===== config.mk =====
export PLATFORM = sky130hd
export DESIGN_NAME = guess_arbiter
export DESIGN_NICKNAME = d
export VERILOG_FILES = /design/src/rtl/guess_arbiter.sv
export SDC_FILE = /design/constraint.sdc
export NUM_CORES = 1
export LEC_CHECK = 0
export CORE_ASPECT_RATIO = 0.9
export CORE_UTILIZATION = 35
export DETAILED_ROUTE_END_ITERATION = 12
export PLACE_DENSITY = 0.66
export SETUP_SLACK_MARGIN = 0.05
export SYNTH_ARGS = -nofsm -noshare
export SYNTH_HDL_FRONTEND = slang
export SYNTH_SLANG_ARGS = --single-unit
export TNS_END_PERCENT = 30

===== constraint.sdc =====
create_clock -name clk -period 1.8 [get_ports clk]
set_input_delay 0.27 -clock clk [delete_from_list [all_inputs] [get_ports clk]]
set_output_delay 0.27 -clock clk [all_outputs]
set_load 0.1 [all_outputs]

===== src/rtl/guess_arbiter.sv =====
// guess_arbiter: round-robin scheduler sharing one hangman guess datapath among NP player ports
module guess_arbiter #(
    parameter int NP       = 4,
    parameter int WAIT_MAX = 32
) (
    input  logic                  clk,
    input  logic                  reset,
    input  logic                  new_game,
    input  logic [NP-1:0]         player_req,
    input  logic [5*NP-1:0]       player_letter,
    output logic [NP-1:0]         player_ack,
    output logic                  rsp_hit,
    output logic                  rsp_dup,
    output logic                  rsp_err,
    output logic [5:0]            guess_out,
    input  logic                  game_ready,
    input  logic                  game_done,
    input  logic                  game_hit,
    input  logic                  game_over,
    output logic [$clog2(NP)-1:0] cur_player
);
    localparam int PW = $clog2(NP);
    localparam int TW = $clog2(WAIT_MAX);
    typedef enum logic [2:0] {IDLE, ARB, ISSUE, WAIT, RESP, OVER} state_t;
    state_t        state, state_nx;
    logic [PW-1:0] ptr, win, gnt_idx;
    logic [4:0]    letter, gnt_letter;
    logic [25:0]   mask;
    logic [31:0]   mask_ext;
    logic [TW-1:0] timer;
    logic          hit, dup, err, is_dup, timeout, go;
    assign go         = |player_req && game_ready && !game_over;
    assign mask_ext   = {6'd0, mask};
    assign is_dup     = (letter > 5'd25) || mask_ext[letter];
    assign timeout    = timer == TW'(WAIT_MAX - 2);
    assign gnt_letter = player_letter[5*int'(gnt_idx) +: 5];
    // scan downwards so the requester closest at/after ptr is the last to win
    always_comb begin
        gnt_idx = ptr;
        for (int i = NP - 1; i >= 0; i--) begin
            if (player_req[(int'(ptr) + i) % NP]) gnt_idx = PW'((int'(ptr) + i) % NP);
        end
    end
    always_ff @(posedge clk or negedge reset) begin
        if (!reset) state <= IDLE;
        else        state <= state_nx;
    end
    always_comb begin
        state_nx = state;
        case (state)
            IDLE:    state_nx = game_over ? OVER : (|player_req && game_ready) ? ARB : IDLE;
            ARB:     state_nx = is_dup ? RESP : ISSUE;
            ISSUE:   state_nx = WAIT;
            WAIT:    state_nx = (game_done || timeout) ? RESP : WAIT;
            RESP:    state_nx = IDLE;
            OVER:    state_nx = OVER;
            default: state_nx = IDLE;
        endcase
        if (new_game) state_nx = IDLE;
    end
    always_ff @(posedge clk or negedge reset) begin
        if (!reset) begin
            ptr        <= '0;
            win        <= '0;
            cur_player <= '0;
            letter     <= '0;
            mask       <= '0;
            timer      <= '0;
            hit        <= 1'b0;
            dup        <= 1'b0;
            err        <= 1'b0;
        end else if (new_game) begin
            ptr        <= '0;
            cur_player <= '0;
            mask       <= '0;
            hit        <= 1'b0;
            dup        <= 1'b0;
            err        <= 1'b0;
        end else begin
            case (state)
                IDLE: if (go) begin
                    win        <= gnt_idx;
                    cur_player <= gnt_idx;
                    letter     <= gnt_letter;
                    ptr        <= (gnt_idx == PW'(NP - 1)) ? '0 : gnt_idx + 1'b1;
                    hit        <= 1'b0;
                    dup        <= 1'b0;
                    err        <= 1'b0;
                end
                ARB:   dup <= is_dup;
                ISSUE: begin
                    mask  <= mask | (26'd1 << letter);
                    timer <= '0;
                end
                WAIT: begin
                    timer <= timer + 1'b1;
                    if (game_done)    hit <= game_hit;
                    else if (timeout) err <= 1'b1;
                end
                default: ;
            endcase
        end
    end
    always_comb begin
        guess_out  = (state == ISSUE) ? {1'b1, letter} : 6'd0;
        player_ack = (state == RESP) ? NP'(1) << win : '0;
        rsp_hit    = (state == RESP) && hit;
        rsp_dup    = (state == RESP) && dup;
        rsp_err    = (state == RESP) && err;
    end
endmodule


# Word-level counts from Yosys, hierarchy flattened
# Index checks and enable logic that the tools add are counted.
# word_totals
regBits,48
latch_bits,0
ramBits,0
mem_bits_ro,0
inputBits,31
word_cells,111
mem_count,0
# classes
add_sub_neg,5
n_mul,1
n_div,0
magnitude_cmp,6
eq_ne,11
shifts,3
n_mux,45
bitwise,5
reduce_logical,25
# op_table
cell,count
2-to-1 mux 26 bit,2
OR 26 bit,1
"<< shifter 1 x 5 -> 26 bit, first input constant",1
2-to-1 mux 2 bit,11
indexed part select 20 x 6 -> 5 bit,1
2-to-1 mux 1 bit,16
case mux 3 bit (5 select lines),1
"less-than comparator 3 x 4 -> 1 bit, second input constant",3
2-to-1 mux 3 bit,4
"!= test 3 bit, second input constant",4
case mux 5 bit (2 select lines),1
binary-select mux 1 bit (select 2 bit),4
nonzero test 2 bit,4
"equality test 3 x 2 -> 1 bit, second input constant",2
"equality test 3 bit, second input constant",2
"less-than comparator 5 x 6 -> 1 bit, second input constant",1
2-to-1 mux 6 bit,1
case mux 1 bit (2 select lines),3
AND reduction 2 bit,3
AND reduction 3 bit,2
nonzero test 3 bit,2
OR reduction 2 bit,3
"adder 5 x 1 -> 5 bit, second input constant",1
binary-select mux 1 bit (select 5 bit),1
other kinds (18),27

# Longest topological paths before layout
# depth
ltp_word,15
mapped_depth,7
depth_no_buf,7

# Least setup slack after synthesis
# OpenSTA, ideal clock, no wires.
# synth_path
kind,register to output
startpoint,register state[0]
endpoint,output player_ack[0]
arrival_ns,3.299
required_ns,1.530
setup_slack_ns,-1.769
path_stages_with_launch,4
path_cell_list,dfrtp_1 > clkbuf_1 > nor3b_1 > nor3b_1
# synth_via
elab_chain_len,2
# synth_lines
element,line_no,rtl
start: declaration,25,"state_t state, state_nx;"
start signal: assignment,46,else state <= state_nx;
equality test 3 bit,106,player_ack = (state == RESP) ? NP'(1) << win : '0;
2-to-1 mux 4 bit,106,
end: declaration,11,"output logic [NP-1:0] player_ack,"
# No other way between the ends.

# Worst setup path after layout
# layout_path
startpoint,register letter[0]
endpoint,register dup
# layout_via
elab_chain_len,5
elab_cells_between_ends,6
cone_classes,1 x order compare; 4 x mux; 1 x reduce/logical
# layout_lines
element,line_no,rtl
start: declaration,27,"logic [4:0] letter, gnt_letter;"
start signal: assignment,84,letter <= gnt_letter;
binary-select mux 1 bit (select 5 bit),34,assign is_dup = (letter > 5'd25) || mask_ext[letter];
2-to-1 mux 1 bit (not written as such),34,
logical OR 1 bit *,34,
case mux 1 bit (2 select lines) *,80,case (state)
2-to-1 mux 1 bit *,72,end else if (new_game) begin
end signal: assignment,90,ARB: dup <= is_dup;
end: declaration,31,"logic hit, dup, err, is_dup, timeout, go;"
# Every way passes the cells marked *; elsewhere a longest branch is shown, timed or not. The select of a mux whose other input is x is not followed.
# A chain may end at the register's enable or synchronous reset.

==> results.toml <==
[placement]
hpwlAfterDp_um = 5000
globalplace.congestion = 0.798
io_buffers = 45
place_inst = 444

[sta]
timing.slew.headroom_pct = 59.1
whs_ns = 0.0477
clock_skew_ns = 0.0109
min_period_ns = 1.82
finalSetupViolations = 7
worst_pin_slew_ns = 0.613
timing.fmax_mhz = 548
period_share_pct = 101
timing.final.max_slew_violations = 0
rsz0062_at_grt = "true"
hold_viol = 0
setup_ws_ns = -0.0236

[pwr]
cellPowerDensity_nw_per_um2 = 1110
p_total_mw = 4.40
power_leakage_nw = 1.73
ir_worst_vdd_mv = 0.352

[global_route]
grt_max_degree = 49
grt_overflow = 0
grt_usage_pct = 18.9
grt_antenna_before_repair = 0
grt_pass1_vias = 2357
grt_pass1_wl_um = 11800

[synth]
synthXorXnorAreaFrac_pct = 0
synth-adder-area-share_pct = 1.42
synth-seq-cells = 48
ys.flop_type = "dfrtp_1"
syn_area_um2 = 2650
synth-compound-area-share_pct = 18.4
ys_seq_area_share_pct = 45.3
synth_edf_count = 0
ys_warn_count = 0
yosys.area.top_type = "dfrtp_1"
synth_top_family_by_area = "simple AND/OR/NAND/NOR gates"
avgSynthCellArea_um2 = 9.37
ys_types = 48
async_flop_share_pct = 100
synthTopCellsByArea = "dfrtp_1, nor2_1, a21oi_1"
netlist_instances = 283
synth_top_area_share_pct = 45.3
synth_nets = 317
synth_mux_area_share_pct = 8.11
synthSimpleGateAreaFrac_pct = 23.1

[critical_path]
cp-startpoint = "letter[0]$_DFFE_PN0P_"
reg2reg_to = "dup$_DFFE_PN0P_"
endpoint_kind = "register"
cp.required_ns = 1.99
rrSetupSlack_ns = -0.02
crit_path_start_kind = "register"
crit_chain = "mux4_2 > mux2_4 > a32oi_2 > a31o_1 > nand2_1"
cp_top_family = "multiplexers"
worst-path-buf-inv = 0
cp_num_cells = 5
critPathMaxFanout = 4
cpMaxStageDelayCell = "mux4_2"
critPathMaxStageDelay_ns = 0.52
rr_worst_depth = 5
arrival_ns = 2.02
critical_path_class = "reg2reg"
r2r-start = "letter[0]$_DFFE_PN0P_"
critPathCapture = "dup$_DFFE_PN0P_"

[final_layout]
antennaDiodeCount = 0
drive_gt1_share_pct = 34.2
fin_nets = 399
stdcell_count = 459
multi_input_area_um2 = 1560
nFillCells = 645
final_util_pct = 55.1
syn_to_final_growth_pct = 49.2
final-seq-area_um2 = 1210

[route]
drt_iter0_markers = 83
routed_wl_um = 7180
viasPerCell = 5.31
wl_met3_um = 370
drtAntennaViolNets = 0
drc = 0
wl_met1_um = 3450
drtPass1Iterations = 4
dr_wl_met2_um = 3260
routed.top_layer = "met4"
vias = 2435
routedWlPerCell_um = 15.6

[floorplan]
initial_utilization_pct = 36.9
core-area_um2 = 7180
die_height_um = 84.6
dieArea_um2 = 7930
boundaryPins = 46
num_rows = 29
die_x_um = 93.8

[clock_network]
clk_latency_ns = 0.31
numCtsBuffers = 5
clk_pin_slew_ns = 0.09
htree_levels = 2
postCtsHoldBufs = 0
cts_tree = "yes"
cts_root_buf = "clkbuf_8"
cts.sinks = 48
clockBufferDepth = 2

[run_status]
status = "finished, violations left"
violations = "setup timing"

[worst_hold_path]
min_path_type = "in2async"

[job]
drv_cap = 0
[state kept, by name, summed over array words and instances (netlist names)]
name / flops
cur_player: 2
dup: 1
err: 1
hit: 1
letter: 5
mask: 26
ptr: 2
state: 3
timer: 5
win: 2
[routing by layer]
metal	track usage [%]	vias to the layer above
li1	-	1175
met1	28.1	1179
met2	27.8	72
met3	3.44	9
met4	5.73	0
met5	0	-
[through the flow]
stage          instance area (um^2)  TNS, ns  setup WS [ns]
2_1_floorplan                  2720   -14.70         -0.528
4_1_cts                        3920  -0.0569        -0.0132
3_3_place_gp                   3620    -4.85         -0.406
5_1_grt                        3960   -0.536        -0.0811
3_5_place_dp                   3620    -5.51         -0.541
6_report                       3960  -0.0975        -0.0236
[worst min path at each step]
stage	start	end	slack [ns]	cells after the start
2_1_floorplan	reset	cur_player[0]$_DFFE_PN0P_	-0.03	0
3_3_place_gp	reset	timer[0]$_DFFE_PN0P_	0.41	2
3_5_place_dp	reset	timer[0]$_DFFE_PN0P_	0.41	2
4_1_cts	reset	letter[2]$_DFFE_PN0P_	0.08	2
5_1_grt	reset	err$_DFFE_PN0P_	0.11	2
6_report	reset	timer[3]$_DFFE_PN0P_	0.05	2
[layout by cell type (no fill, tap or decap), types with 3 or more instances in the layout]
cell type / Yosys / final
mux4_2: 5 / 5
dfrtp_2: 0 / 4
and2_1: 9 / 5
mux2i_1: 8 / 8
nand3_1: 4 / 4
clkdlybuf4s50_1: 0 / 25
buf_12: 0 / 14
inv_1: 8 / 5
dfrtp_1: 48 / 44
nand2_2: 1 / 3
nand2_1: 25 / 23
o21ai_0: 8 / 7
and2_4: 0 / 4
nor3_1: 5 / 3
nand2b_1: 3 / 3
ha_1: 3 / 3
buf_4: 0 / 42
nor4b_1: 5 / 3
dlygate4sd2_1: 0 / 4
a2111oi_2: 0 / 3
nor3_2: 1 / 3
nor2b_2: 2 / 3
nor2_1: 47 / 45
buf_6: 1 / 4
a21oi_1: 32 / 31
clkbuf_8: 0 / 5
nand3b_1: 4 / 4
[cell type report]
type	count	share of cell area, %
Sequential cell	48	30.5
Clock inverter	2	0.885
Tap cell	93	2.94
Clock buffer	6	1.83
Multi-Input combinational cell	212	39.5
Inverter	8	0.854
Timing Repair Buffer	90	23.5
[synthesized netlist by cell type (3+ instances only)]
cell       instances
and2_1             9
a21oi_1           32
clkbuf_1          15
nand3b_1           4
mux2i_1            8
nor3b_1            3
nor2b_1            3
a2111oi_0          5
ha_1               3
o21ai_0            8
nand2b_1           3
a211oi_1           4
dfrtp_1           48
nor2_1            47
nand2_1           25
o31ai_1            3
nor3_1             5
nor4b_1            5
mux4_2             5
inv_1              8
nand3_1            4
[what timing repair did]
| action | CTS | global route |
|---|---|---|
| endpoints found under the setup margin | 28 | 26 |
| pin swaps | 13 | 4 |
| cloned | 1 | 0 |
| buffers inserted | 6 | 0 |
| gates resized for setup | 40 | 11 |
[cells by family (layout without fill, tap and decap cells)]
kind of cell | count (synthesis) | after routing
simple gates | 121 | 122
compound gates | 72 | 72
flops | 48 | 48
buf+inv | 24 | 106
fa+ha+maj | 3 | 3
mux | 15 | 15
[where the power goes]
group	switching, mW	internal, mW
combinational	1.17	0.960
clock	0.366	0.413
sequential	0.266	1.22
total	1.80	2.59
(Power assumes the default switching activity.)
